**src/rtl/vga_wbuf_ctrl.sv**
```systemverilog
// -----------------------------------------------------------------------------
// vga_wbuf_ctrl
// Posted-write buffer and RAM access sequencer for the VGA text/color RAMs.
// CPU writes to 0xE000-0xFFFF are queued in a small FIFO and drained into the
// text RAM (addr[12]=0) or color RAM (addr[12]=1) only while the scan-out does
// not own the RAMs. The CPU stalls only when the FIFO is full.
//
// Optional feature macro: VGA_WBUF_COALESCE_EN
//   defined   : a write whose addr[12:0] matches the newest queued entry
//               overwrites that entry's data (unless that entry is the head
//               currently being drained); accepted even when full.
//   undefined : every accepted write pushes a new entry; full always stalls.
//
// Ports
//   clk, rst            clock, asynchronous active-high reset
//   wr_req/addr/data    CPU write request, held by the CPU until accepted
//   n_rdy               1 = stall (in-range request while FIFO full)
//   ram_busy            scan-out owns the RAMs; aborts any drain in progress
//   busy_soon           ram_busy will rise within 3 clk; blocks a new drain
//   a_sel               RAM address mux select (1 = ram_a)
//   ram_a, ram_d        address/data of the entry being drained
//   n_d_oe              0 = drive ram_d onto the RAM data bus
//   n_text_cs/we        text RAM chip select / write strobe, active-low
//   n_color_cs/we       color RAM chip select / write strobe, active-low
//   abort_err           sticky flag: ram_busy rose during a drain sequence
//
// Handshake: the CPU holds wr_req/wr_addr/wr_data stable; the request is
// taken on the rising edge of any cycle in which it is in range and n_rdy=0.
// -----------------------------------------------------------------------------
module vga_wbuf_ctrl #(
   parameter int DEPTH = 4
) (
   input  logic        clk,
   input  logic        rst,
   input  logic        wr_req,
   input  logic [15:0] wr_addr,
   input  logic [7:0]  wr_data,
   output logic        n_rdy,
   input  logic        ram_busy,
   input  logic        busy_soon,
   output logic        a_sel,
   output logic [11:0] ram_a,
   output logic [7:0]  ram_d,
   output logic        n_d_oe,
   output logic        n_text_cs,
   output logic        n_text_we,
   output logic        n_color_cs,
   output logic        n_color_we,
   output logic        abort_err
);

   localparam int PW = (DEPTH > 1) ? $clog2(DEPTH) : 1;
   localparam int CW = $clog2(DEPTH + 1);

   typedef enum logic [1:0] {IDLE, SETUP, STROBE, HOLD} state_t;

   state_t        state_q;
   logic [20:0]   mem_q [DEPTH];   // {addr[12:0], data}
   logic [PW-1:0] wr_ptr_q, wr_ptr_d;
   logic [PW-1:0] rd_ptr_q, rd_ptr_d;
   logic [CW-1:0] count_q, count_d;

   logic          a_sel_q, n_d_oe_q, abort_err_q, color_q;
   logic          n_text_cs_q, n_text_we_q, n_color_cs_q, n_color_we_q;
   logic [11:0]   ram_a_q;
   logic [7:0]    ram_d_q;

   logic          in_range, full, empty, push, pop, coal_hit;
   logic [20:0]   head;

   assign in_range = (wr_addr[15:13] == 3'b111);
   assign full     = (count_q == CW'(DEPTH));
   assign empty    = (count_q == '0);
   assign head     = mem_q[rd_ptr_q];

`ifdef VGA_WBUF_COALESCE_EN
   logic [PW-1:0] newest_idx;
   logic          head_locked;
   assign newest_idx  = wr_ptr_q - PW'(1);
   // With one entry queued and a drain in flight, the newest entry is the one
   // on the RAM pins; it must not change under the strobe.
   assign head_locked = (state_q != IDLE) && (count_q == CW'(1));
   assign coal_hit    = wr_req && in_range && !empty && !head_locked &&
                        (mem_q[newest_idx][20:8] == wr_addr[12:0]);
`else
   assign coal_hit = 1'b0;
`endif

   // count is registered: a pop in this cycle does not free space for the
   // request presented in this same cycle.
   assign push  = wr_req && in_range && !full && !coal_hit;
   assign n_rdy = wr_req && in_range && full && !coal_hit;
   assign pop   = (state_q == HOLD) && !ram_busy;

   always_comb begin
      wr_ptr_d = wr_ptr_q;
      rd_ptr_d = rd_ptr_q;
      count_d  = count_q;
      if (push) wr_ptr_d = wr_ptr_q + PW'(1);
      if (pop)  rd_ptr_d = rd_ptr_q + PW'(1);
      case ({push, pop})
         2'b10:   count_d = count_q + CW'(1);
         2'b01:   count_d = count_q - CW'(1);
         default: count_d = count_q;
      endcase
   end

   always_ff @(posedge clk or posedge rst) begin
      if (rst) begin
         wr_ptr_q <= '0;
         rd_ptr_q <= '0;
         count_q  <= '0;
      end else begin
         wr_ptr_q <= wr_ptr_d;
         rd_ptr_q <= rd_ptr_d;
         count_q  <= count_d;
      end
   end

   // Storage needs no reset: an entry is only read once count covers it.
   always_ff @(posedge clk) begin
      if (push) begin
         mem_q[wr_ptr_q] <= {wr_addr[12:0], wr_data};
      end
`ifdef VGA_WBUF_COALESCE_EN
      else if (coal_hit) begin
         mem_q[newest_idx][7:0] <= wr_data;
      end
`endif
   end

   // Drain sequencer. All RAM-side outputs are registered here so they change
   // only on clock edges; ram_busy anywhere in a sequence wins over advancing.
   always_ff @(posedge clk or posedge rst) begin
      if (rst) begin
         state_q      <= IDLE;
         a_sel_q      <= 1'b0;
         n_d_oe_q     <= 1'b1;
         n_text_cs_q  <= 1'b1;
         n_text_we_q  <= 1'b1;
         n_color_cs_q <= 1'b1;
         n_color_we_q <= 1'b1;
         ram_a_q      <= '0;
         ram_d_q      <= '0;
         color_q      <= 1'b0;
         abort_err_q  <= 1'b0;
      end else if ((state_q != IDLE) && ram_busy) begin
         // Abort: release the bus, keep the head entry for a later retry.
         state_q      <= IDLE;
         a_sel_q      <= 1'b0;
         n_d_oe_q     <= 1'b1;
         n_text_cs_q  <= 1'b1;
         n_text_we_q  <= 1'b1;
         n_color_cs_q <= 1'b1;
         n_color_we_q <= 1'b1;
         abort_err_q  <= 1'b1;
      end else begin
         case (state_q)
            IDLE: begin
               if (!empty && !ram_busy && !busy_soon) begin
                  state_q      <= SETUP;
                  a_sel_q      <= 1'b1;
                  n_d_oe_q     <= 1'b0;
                  color_q      <= head[20];
                  ram_a_q      <= head[19:8];
                  ram_d_q      <= head[7:0];
                  n_text_cs_q  <= head[20];
                  n_color_cs_q <= !head[20];
               end
            end
            SETUP: begin
               state_q      <= STROBE;
               n_text_we_q  <= color_q;
               n_color_we_q <= !color_q;
            end
            STROBE: begin
               state_q      <= HOLD;
               n_text_we_q  <= 1'b1;
               n_color_we_q <= 1'b1;
            end
            HOLD: begin
               state_q      <= IDLE;
               a_sel_q      <= 1'b0;
               n_d_oe_q     <= 1'b1;
               n_text_cs_q  <= 1'b1;
               n_color_cs_q <= 1'b1;
            end
            default: state_q <= IDLE;
         endcase
      end
   end

   assign a_sel      = a_sel_q;
   assign ram_a      = ram_a_q;
   assign ram_d      = ram_d_q;
   assign n_d_oe     = n_d_oe_q;
   assign n_text_cs  = n_text_cs_q;
   assign n_text_we  = n_text_we_q;
   assign n_color_cs = n_color_cs_q;
   assign n_color_we = n_color_we_q;
   assign abort_err  = abort_err_q;

endmodule

```
**config.mk**
```make
export PLATFORM = sky130hd
export DESIGN_NAME = vga_wbuf_ctrl
export DESIGN_NICKNAME = d
export VERILOG_FILES = /design/src/rtl/vga_wbuf_ctrl.sv
export SDC_FILE = /design/constraint.sdc
export NUM_CORES = 1
export LEC_CHECK = 0
export ABC_CLOCK_PERIOD_IN_PS = 6040
export BUFFER_PORTS_ARGS = -buffer_cell sky130_fd_sc_hd__buf_4
export CAP_MARGIN = 20
export CORE_MARGIN = 2
export CORE_UTILIZATION = 60
export CTS_CLUSTER_SIZE = 16
export DETAILED_ROUTE_END_ITERATION = 12
export HOLD_SLACK_MARGIN = 0.02
export PLACE_DENSITY = 0.82
export SLEW_MARGIN = 40
export SYNTH_ARGS = -nofsm -noshare
export SYNTH_HDL_FRONTEND = slang
export SYNTH_SLANG_ARGS = --single-unit
```
**constraint.sdc**
```tcl
create_clock -name clk -period 6.04 [get_ports clk]
set_clock_uncertainty 0.1 [all_clocks]
set_input_delay 0.302 -clock clk [delete_from_list [all_inputs] [get_ports clk]]
set_output_delay 0.302 -clock clk [all_outputs]
set_load 0.02 [all_outputs]
```
# Word-level counts from Yosys, hierarchy flattened
# Memories as Yosys holds them, arrays and structs flattened.
# Cells that the tools add are included.
# totals
wordCells	71
mem_bits_rw	84
n_memories	1
regBits	37
romBits	0
latch_bits	0
input_bits	29
# memory_table
memory	words	width	read_ports	rd_ports_with_merged_regs	wr	line_no	text
mem_q	4	21	1	0	1	58	logic [20:0] mem_q [DEPTH];
# classes
n_eq_ne	8
add_sub_neg	4
shifts	0
muxes	22
n_mul	0
n_bitwise	1
n_lt_le_gt_ge	0
div_mod_pow	0
reduce_logical	21
# ops
operator	count
two-way mux 1 bit	12
case mux 1 bit (2 select lines)	6
case mux 2 bit (4 select lines)	1
logical AND 1 bit	7
equality test 2 bit (second input constant)	3
equality test 3 bit (second input constant)	2
logical NOT 1 bit	6
case mux 3 bit (2 select lines)	1
nonzero test 3 bit	2
adder 2 x 1 -> 2 bit (second input constant)	2
equality test 2 x 1 -> 1 bit (second input constant)	2
two-way mux 2 bit	2
nonzero test 2 bit	2
adder 3 x 1 -> 3 bit (second input constant)	1
logical NOT 3 bit	1
inequality test 3 bit (second input constant)	1
AND reduction 3 bit	1
subtractor 3 x 1 -> 3 bit (second input constant)	1
logical NOT 2 bit	1
AND reduction 2 bit	1
inverter 1 bit	1

# Longest topological paths before layout
# depth
depth_word	7
ltp_mapped	9

# Worst setup path after synthesis
# OpenSTA, ideal clock, no wires.
# synth_path
path_type	reg-to-reg
start	register state_q[1]
end	register count_q[2]
period_less_slack_ps	2026
arrival_ps	1847
path_stages_with_launch	9
n_path_buf	0
slack_ps	4014
path_cell_list	dfrtp_1 > ha_1 > nor2b_1 > ha_1 > inv_1 > fa_1 > xor2_1 > nor2_1 > xor2_1
# synth_via
elab_chain_len	4
elab_cells_between_ends	6
classes_between	eq/ne (3); mux (1); reduce/logical (2)
# synth_rtl
item	line_no	text
start: declaration	57	state_t state_q;
start signal: assignment	136	state_q <= IDLE;
start signal: assignment	149	state_q <= IDLE;
start signal: assignment	161	state_q <= SETUP;
equality test 2 bit (*)	93	assign pop = (state_q == HOLD) && !ram_busy;
logical AND 1 bit (*)	93	
named net pop	68	logic in_range, full, empty, push, pop, coal_hit;
equality test 2 x 1 -> 1 bit / equality test 2 bit (equally long branches)	101	case ({push, pop})
case mux 3 bit (2 select lines) / nonzero test 2 bit (equally long branches)	-	
end signal: assignment	116	count_q <= count_d;
end: declaration	61	logic [CW-1:0] count_q, count_d;
# Mark *: on every way through the listed nets, which the timed path passes. The rest lies on a longest branch.
# A chain may end at the register's enable or synchronous reset.

# Final worst setup path
# layout_path
start	register state_q[0]
end	register ram_d_q[2] (netlist: ram_d[2])
# layout_via
elab_chain_len	4
elab_cells_between_ends	5
classes_between	bitwise (1); reduce/logical (4)
# layout_rtl
item	line_no	text
nonzero test 2 bit	147	end else if ((state_q != IDLE) && ram_busy) begin
logical AND 1 bit	147	
inverter 1 bit (no line)	-	
AND reduction 3 bit (no line) (*)	-	
end signal: assignment	166	ram_d_q <= head[7:0];
end: declaration	66	logic [7:0] ram_d_q;
# Mark *: on every way between the ends. The rest lies on a longest branch, timed or not.

==> flow_summary.yaml <==
outcome:
  status: "finished, final reports clean"
pwr:
  cell_internal_pwr_w: 0.00208
  p_seq_share_pct: 41.3
  vdd_drop_max_mv: 0.357
  p_leak_nw: 2.31
  p_comb_share_pct: 25.5
  p_sw_w: 0.000843
  cellPowerDensity_nw_per_um2: 480
  clockPowerShare_pct: 33.2
  switching_share_pct: 28.8
  p_total_w: 0.00293
timing:
  fin_crit_ns: 2.40
  setup_violations: 0
  tns_ns: 0
  fin_crit_sh_pct: 39.7
  rsz0062_at_grt: "false"
  slew-limit-headroom_pct: 54.7
  whs_ns: 0.0581
  tightestPinTransition_ns: 0.679
  slew_violations: 0
  hold_viol: 0
  max_freq_mhz: 417
worst_setup_path:
  arrival_ns: 2.68
  cp_max_fo: 21
  cp.required_ns: 6.32
  crit_type: "reg2reg"
  start_kind: "flip-flop"
  crit_path_end_kind: "flip-flop"
synth:
  async_reset_ff_share_pct: 30.6
  synth.distinct_cells: 40
  synth_ff_type: "edfxtp_1"
  ys_seq_elements: 121
  syn_nets: 285
  ys_warn_count: 0
  synth_edf_count: 84
  synth_cells: 246
  netlist_area_um2: 4790
  syn_avg_cell_area_um2: 19.5
  yosysSeqAreaShare_pct: 72.1
clocking:
  htree_levels: 4
  cts_hold_buffers: 23
  cts_setup_buffers: 0
  ctsResizeCount: 0
  clock-sinks: 121
  cts_root_buf: "clkbuf_8"
  path_clk_slew_ns: 0.06
  cts_tree: "built"
  cts.path.max_buffers: 2
  clock_latency_ns: 0.51
  cts_buffers: 17
detailed_routing:
  antenna_left: 0
  drtPass1Iterations: 5
  drt-total-wl_um: 8860
  route.detailed.drc: 0
  vias: 2500
  drt-initial-drc-count: 198
  via_per_inst: 5.54
  wl_per_cell_um: 19.7
place:
  dp_cells: 396
  dp_hpwl_um: 4880
  gp_congestion: 0.688
  io_buffers: 56
cells_and_area:
  nFillCells: 404
  layout.cells.non_filler: 451
  diodes: 0
  area.growth.synth_to_final_pct: 27.1
  drive_gt1_share_pct: 42.1
  final_nets: 375
floorplan:
  die-area_um2: 8720
  rows: 32
  coreArea_um2: 7730
  die_w_um: 93.4
  ios: 57
  die_y_um: 93.4
  start_util_pct: 62.0
global_routing:
  grt_pass1_vias: 2621
  grt_start_max_net_pins: 38
  antenna_found_initial: 0
  grt_use_total_pct: 22.7
  grt_overflow: 0
  grt_pass1_wl_um: 13900
hold_path:
  hold_path_class: "in2reg"
run:
  cap_violations: 0
routing by layer:
metal | part of all wire (%) | routed length (um) | track usage [%]
met1 | 42 | 3720 | 28.3
met2 | 52 | 4650 | 37.6
met3 | 3.5 | 314 | 5.48
met4 | 2.1 | 184 | 10.9
met5 | 0 | 0 | 0
worst paths after layout:
check / cells past startpoint / from / end / slack (ns)
worst max-delay path: 4 / state_q[0] / ram_d[2] / 3.64
worst min register to register: 1 / abort_err / abort_err / 0.37
worst max register to register: 4 / state_q[0] / ram_d[2] / 3.64
worst min-delay path: 3 / ram_busy / abort_err / 0.06
max in group asynchronous: 4 / rst / rd_ptr_q[0] / 5.08
min in group asynchronous: 4 / rst / ram_d[3] / 0.38
layout make-up:
cell class	count	area, um^2	share of cell area (%)
Clock buffer	19	432	7.09
Clock inverter	13	153	2.51
Inverter	12	45.0	0.740
Multi-Input combinational cell	104	1210	20.0
Sequential cell	121	3460	56.8
Tap cell	102	128	2.10
Timing Repair Buffer	80	658	10.8
flip-flops by register name (all words and copies together) (netlist names), 2 cells and up:
name      count
count_q       3
mem_q        84
ram_a        12
ram_d         8
rd_ptr_q      2
state_q       2
wr_ptr_q      2
power groups by stage:
stage	combinational [W]	sequential, W	clock (W)
floorplan	0.000479	0.00124	0
global placement	0.000707	0.00120	0
detailed placement	0.000727	0.00121	0
CTS	0.000750	0.00121	0.000988
global route	0.000797	0.00123	0.00102
finish	0.000747	0.00121	0.000971
cells in the mapped netlist (all sizes together), types with 2 or more instances:
cell type	number	share of area, %
a211oi	2	0.31
a21oi	2	0.21
a311oi	2	0.37
a31oi	2	0.26
and2	5	0.65
buf	7	1.6
clkbuf	2	0.16
dfrtp	32	17
dfstp	5	2.7
edfxtp	84	53
ha	9	2.3
inv	12	0.94
mux2	24	5.6
mux4	21	9.9
nand2	3	0.23
nand2b	4	0.52
nand3	2	0.31
nand4	2	0.26
nor2	3	0.29
nor3	3	0.31
nor4	3	0.39
xnor2	3	0.55
xor2	3	0.55
cell usage in the layout (no fill, tap or decap), types with 2 or more instances in the layout:
master,count
and2_2,4
nor4_1,3
clkinv_2,3
nor2_1,2
clkinv_4,2
clkbuf_8,2
bufinv_16,3
mux2_2,24
clkinvlp_4,3
a211oi_1,2
mux4_2,21
dfrtp_1,30
inv_1,12
a31oi_1,2
a21oi_1,2
nand2_1,3
nor3_1,3
edfxtp_1,84
buf_4,57
ha_1,9
xor2_1,3
clkbuf_16,16
a311oi_1,2
dlygate4sd3_1,23
nand2b_1,4
xnor2_1,3
nand4_1,2
dfstp_2,5
clkinv_1,2
critical path, cell delays in order (launching register included):
cell and delay [ns]:
dfrtp_1 0.40, inv_1 0.13, ha_1 0.46, nand3_2 0.64, mux2_2 0.53
logic make-up after synthesis:
family          synth area share (%)
flops                           72.1
fa+ha+maj                       2.77
buf+inv                         2.66
simple gates                    4.15
compound gates                  1.51
mux                             15.7
xor+xnor                        1.10
stage by stage:
step                      instance area (um^2)  setup slack [ns]  utilization [%]
final                                     6090              3.64             78.8
after global routing                      6090              3.50             78.8
after CTS                                 6090              3.63             78.8
after detailed placement                  5270              3.72             68.2
after global placement                    5270              3.69             68.2
after floorplan                           4790              4.01                -
(Power assumes the default switching activity.)
